File: src/rtl/mem_write_sequencer.sv
`default_nettype none
// ============================================================================
//  Module      : mem_write_sequencer
//  Description : Byte FIFO feeding sequential writes into a small memory, with
//                a readback compare after each store and a sticky error flag.
//  Revision    : 1.0  initial release
// ============================================================================
module mem_write_sequencer #(
    parameter int DEPTH = 4,
    parameter int AW    = 2
) (
    input  logic          clk,
    input  logic          rst_n,
    input  logic          in_valid,
    input  logic [7:0]    in_data,
    output logic          in_ready,
    input  logic          load_addr,
    input  logic [AW-1:0] start_addr,
    input  logic          clr_err,
    output logic [7:0]    mem_data,
    output logic          mem_store,
    output logic [AW-1:0] mem_addr,
    input  logic [7:0]    mem_q,
    output logic          busy,
    output logic          err,
    output logic [7:0]    wr_count
);

    localparam int                 c_PTR_W = (DEPTH > 1) ? $clog2(DEPTH) : 1;
    localparam int                 c_CNT_W = c_PTR_W + 1;
    localparam logic [c_CNT_W-1:0] c_FULL  = c_CNT_W'(DEPTH);

    typedef enum logic [1:0] {
        S_IDLE   = 2'd0,
        S_ISSUE  = 2'd1,
        S_SETTLE = 2'd2,
        S_CHECK  = 2'd3
    } state_t;

    state_t             r_state;
    state_t             w_state_next;

    logic [7:0]         r_fifo [DEPTH];
    logic [c_PTR_W-1:0] r_rd_idx;
    logic [c_PTR_W-1:0] r_wr_idx;
    logic [c_CNT_W-1:0] r_count;
    logic               w_push;
    logic               w_pop;
    logic               w_empty;
    logic [7:0]         w_head;

    logic [AW-1:0]      r_wr_ptr;
    logic [7:0]         r_chk_byte;
    logic [7:0]         r_mem_data_q;
    logic [7:0]         r_wr_count;
    logic               r_err;

    // ---------------------------------------------------------------- FIFO
    assign in_ready = (r_count != c_FULL);
    assign w_empty  = (r_count == '0);
    assign w_push   = in_valid && in_ready;
    // ISSUE is only ever entered with a non-empty FIFO, so the pop is unconditional
    assign w_pop    = (r_state == S_ISSUE);
    assign w_head   = r_fifo[r_rd_idx];

    always_ff @(posedge clk) begin
        if (w_push) begin
            r_fifo[r_wr_idx] <= in_data;
        end
    end

    always_ff @(posedge clk) begin
        if (!rst_n) begin
            r_rd_idx <= '0;
            r_wr_idx <= '0;
            r_count  <= '0;
        end else begin
            if (w_push) begin
                r_wr_idx <= r_wr_idx + c_PTR_W'(1);
            end
            if (w_pop) begin
                r_rd_idx <= r_rd_idx + c_PTR_W'(1);
            end
            case ({w_push, w_pop})
                2'b10:   r_count <= r_count + c_CNT_W'(1);
                2'b01:   r_count <= r_count - c_CNT_W'(1);
                default: r_count <= r_count;
            endcase
        end
    end

    // ---------------------------------------------------------------- FSM
    always_ff @(posedge clk) begin
        if (!rst_n) begin
            r_state <= S_IDLE;
        end else begin
            r_state <= w_state_next;
        end
    end

    always_comb begin
        w_state_next = r_state;
        mem_store    = 1'b0;
        case (r_state)
            S_IDLE: begin
                if (!w_empty) begin
                    w_state_next = S_ISSUE;
                end
            end
            S_ISSUE: begin
                mem_store    = 1'b1;
                w_state_next = S_SETTLE;
            end
            S_SETTLE: begin
                w_state_next = S_CHECK;
            end
            S_CHECK: begin
                w_state_next = w_empty ? S_IDLE : S_ISSUE;
            end
            default: begin
                w_state_next = S_IDLE;
            end
        endcase
    end

    // ---------------------------------------------------------------- datapath
    always_ff @(posedge clk) begin
        if (!rst_n) begin
            r_wr_ptr     <= '0;
            r_chk_byte   <= '0;
            r_mem_data_q <= '0;
            r_wr_count   <= '0;
            r_err        <= 1'b0;
        end else begin
            case (r_state)
                S_IDLE: begin
                    if (load_addr) begin
                        r_wr_ptr <= start_addr;
                    end
                end
                S_ISSUE: begin
                    r_chk_byte   <= w_head;
                    r_mem_data_q <= w_head;
                end
                S_CHECK: begin
                    r_wr_count <= r_wr_count + 8'd1;
                    r_wr_ptr   <= r_wr_ptr + AW'(1);
                end
                default: begin
                end
            endcase

            // a fresh mismatch outranks a simultaneous clear
            if ((r_state == S_CHECK) && (mem_q != r_chk_byte)) begin
                r_err <= 1'b1;
            end else if (clr_err) begin
                r_err <= 1'b0;
            end
        end
    end

    assign mem_data = mem_store ? w_head : r_mem_data_q;
    assign mem_addr = r_wr_ptr;
    assign busy     = (r_state != S_IDLE) || !w_empty;
    assign err      = r_err;
    assign wr_count = r_wr_count;

endmodule
`default_nettype wire

File: config.mk
export PLATFORM = sky130hd
export DESIGN_NAME = mem_write_sequencer
export DESIGN_NICKNAME = d
export VERILOG_FILES = /design/src/rtl/mem_write_sequencer.sv
export SDC_FILE = /design/constraint.sdc
export NUM_CORES = 1
export LEC_CHECK = 0
export CAP_MARGIN = 0
export CORE_ASPECT_RATIO = 1.75
export CORE_MARGIN = 2
export CORE_UTILIZATION = 40
export DETAILED_ROUTE_END_ITERATION = 6
export GPL_TIMING_DRIVEN = 0
export SYNTH_ARGS = -nofsm -noshare
export SYNTH_HDL_FRONTEND = slang
export SYNTH_SLANG_ARGS = --single-unit
File: constraint.sdc
create_clock -name clk -period 6.3 [get_ports clk]
set_input_delay 1.26 -clock clk [delete_from_list [all_inputs] [get_ports clk]]
set_output_delay 1.26 -clock clk [all_outputs]
set_load 0.02 [all_outputs]
==> results.cfg, run 1 <==
[status]
status = finished, final reports clean

[drt]
drt-total-wl_um = 4998
first_iter_violations = 49
avgViaCountPerCell = 4.798
final_antenna_net_count = 0
wire_per_inst_um = 14.61
remaining_drc_errors = 0
first_pass_iters = 4
num_vias = 1641

[sta]
rsz0062_at_grt = false
slew_viol_final = 0
tns_ps = 0
max-slew-margin-rel_pct = 65.25
setup_viol = 0
tightest_slew_ps = 521.2
period_minus_slack_ps = 3513
timing.final.crit_share_pct = 55.76
layout_setup_ws_ps = 2787
max_freq_ghz = 0.2847
skew_ps = 4.854
final_hold_viol_count = 0

[grt]
grt_pass1_wl_um = 8093
grt_max_degree = 13
antenna_found_initial = 0
grt_pass1_vias = 1665
groute.usage.overall_pct = 15.14
grt_overflow_total = 0

[floorplanning]
row_count = 39
start_util_pct = 41.10
die_area_mm2 = 0.007416
die_x_um = 65.96
pin_count = 45
die_y_um = 112.4
core_area_mm2 = 0.006539

[pwr]
ir_worst_vdd_uv = 224.0
power_per_cell_area_mw_per_mm2 = 426.9
power.static_leakage_nw = 1.292

[logic_synthesis]
synthCells = 201
synthTopCellsByCount = 32 x edfxtp_1, 30 x dfxtp_1, 22 x and2_1, 17 x xnor2_1
synth.yosys.seq_area_share_pct = 58.10
syn_area_per_cell_um2 = 13.37
synthTopCellsByArea = edfxtp_1 36%, dfxtp_1 22%, mux4_2 6.7%
synth_warnings = 0
synth_edf_count = 32
syn_nets = 234
ys_ff_latch = 62
synth_largest_area_cell = edfxtp_1
synthArstFlopShare_pct = 0
synth_top_cell_area_share_pct = 35.75
yosysUniqueCellTypes = 33
syn-cell-area_mm2 = 0.002688
synth_flop_cell = edfxtp_1
yosysMostFrequentCell = edfxtp_1

[finish]
utilization_pct = 54.21
stdcell_count = 342
drive_above_1_share_pct = 13.46
n_antenna_cell = 0
syn2layout_area_growth_pct = 31.89
fin_nets = 288

[place]
routabilityCongestion = 0.7072
io_buffers = 43
dp_cells = 326
place_ws_ps = 2973
place_hpwl_um = 3613

[setup_path]
critPathSlowestCell = clkdlybuf4s50_1
crit_type = reg2out
path_cells = clkbuf_1, mux4_2, mux2_4, clkdlybuf4s50_1
slowest_delay_ps = 540
cp.required_ps = 5040
start_kind = flop
arrival_ps = 2250
rr_startpoint = r_count[0]
end_kind = output port
cp_max_fo = 8

[run]
maxCapViolCount = 0

[worst_hold_path]
min-delay-start = err
min_path_type = reg2reg

[clocking]
clock_latency_ps = 320
postCtsSetupBuffers = 0
clk_path_buf_depth = 2
cts_hold_buf = 0
clock_sinks = 62
clockRootBuffer = clkbuf_16
cts_max_level = 3
cts_resized = 0
cts_tree = done
worst_setup_hold_path_clk_slew_ps = 60
cts_buffers = 9
==> registers in the layout, summed over array words and instances, names as in the netlist, named ones only <==
signal,flops
err,1
wr_count,8
mem_addr,2
r_wr_idx,2
r_state,2
r_count,3
r_rd_idx,2
r_mem_data_q,8
r_fifo,32
==> cell type report <==
cell class | instances | area (um2)
Multi-Input combinational cell | 121 | 1050
Buffer | 8 | 38.79
Tap cell | 82 | 102.6
Sequential cell | 62 | 1562
Clock inverter | 7 | 98.84
Inverter | 10 | 37.54
Fill cell | 588 | 2994
Timing Repair Buffer | 43 | 430.4
Clock buffer | 9 | 225.2
==> worst max-delay path: cells and delay by family, from the launching register on <==
| kind | cells | cell delay [ps] |
|---|---|---|
| buffers and inverters | 2 | 950 |
| DFF | 1 | 310 |
| muxes | 2 | 680 |
==> final timing paths <==
check	end	slack, ps	cells past startpoint
setup / recovery	mem_data[2]	2790	4
hold reg to reg	err	490	2
hold / removal	err	490	2
setup reg to reg	r_count[2]	3870	9
==> logic make-up (layout without fill, tap and decap cells) <==
family	count (synthesis)	after routing	share of synthesized area (%)
and+or+nand+nor	57	57	11.96
xor gates and xnor gates	20	20	6.518
muxes	17	17	11.55
adders and majority gates	10	10	4.935
DFF	62	62	58.10
buffers and inverters	18	77	2.839
AOI/OAI and AO/OA	17	17	4.097
==> report_power, final <==
| part | leakage [nW] | internal [mW] | switching (mW) |
|---|---|---|---|
| logic | 0.598 | 0.239 | 0.222 |
| registers | 0.538 | 0.490 | 0.0390 |
| clock network | 0.156 | 0.347 | 0.177 |
==> routing by layer <==
metal  global-route usage, %  vias up  routed length (um)
met4                   7.347        0                 109
met3                   3.808       10                 179
met5                       0        -                   0
li1                        -      816                   -
met1                   16.79      773                2038
met2                   26.33       42                2671
==> placed cells by master, fill, tap and decap left out, drive strengths merged, types with 2 or more instances in the layout <==
master | synthesis | routed
a211oi | 2 | 2
a21boi | 5 | 5
and2 | 22 | 22
and3 | 5 | 5
buf | 2 | 2
bufinv | 0 | 2
clkbuf | 6 | 15
clkdlybuf4s50 | 0 | 43
clkinv | 0 | 4
dfxtp | 30 | 30
edfxtp | 32 | 32
ha | 9 | 9
inv | 10 | 10
mux2 | 8 | 8
mux4 | 8 | 8
nand2 | 9 | 9
nand2b | 2 | 2
nand3 | 5 | 5
nand4 | 4 | 4
nor2 | 4 | 4
nor2b | 2 | 2
o21ai | 7 | 7
xnor2 | 17 | 17
xor2 | 3 | 3
==> metrics by stage <==
| stage | cell area (um2) | power [mW] | hold slack (ps) |
|---|---|---|---|
| 2_1_floorplan | 2688 | 0.8453 | 467.9 |
| 3_3_place_gp | 3221 | 0.9964 | 466.9 |
| 3_5_place_dp | 3221 | 1.002 | 496.5 |
| 4_1_cts | 3545 | 1.531 | 502.2 |
| 5_1_grt | 3545 | 1.599 | 536.5 |
| 6_report | 3545 | 1.513 | 486.4 |
No activity file was read; power rests on OpenSTA's default activity.
==> run 2, diff against run 1 <==
Clock period 6.3 ns to 3.68 ns, I/O delays scaled along.
==> results of run 2 <==
Same layout as run 1 (identical final DEF). Status: finished, final reports clean.
Among the figures that moved: setup slack after placement 2973 ps -> 876.8 ps; setup slack after layout 2787 ps -> 691.0 ps; register-to-register setup slack 3870 ps -> 1250 ps; total power 1.513 mW -> 2.590 mW; worst IR drop on VDD 224.0 uV -> 383.5 uV
==> run 3, diff against run 2 <==
Clock period 3.68 ns to 3.1 ns, I/O delays scaled along.
==> results of run 3 <==
Same layout as run 1 (identical final DEF). Status: finished, final reports clean.
Among the figures that moved: setup slack after placement 2973 ps -> 412.8 ps; setup slack after layout 2787 ps -> 227.0 ps; register-to-register setup slack 3870 ps -> 670 ps; total power 1.513 mW -> 3.075 mW; worst IR drop on VDD 224.0 uV -> 455.2 uV
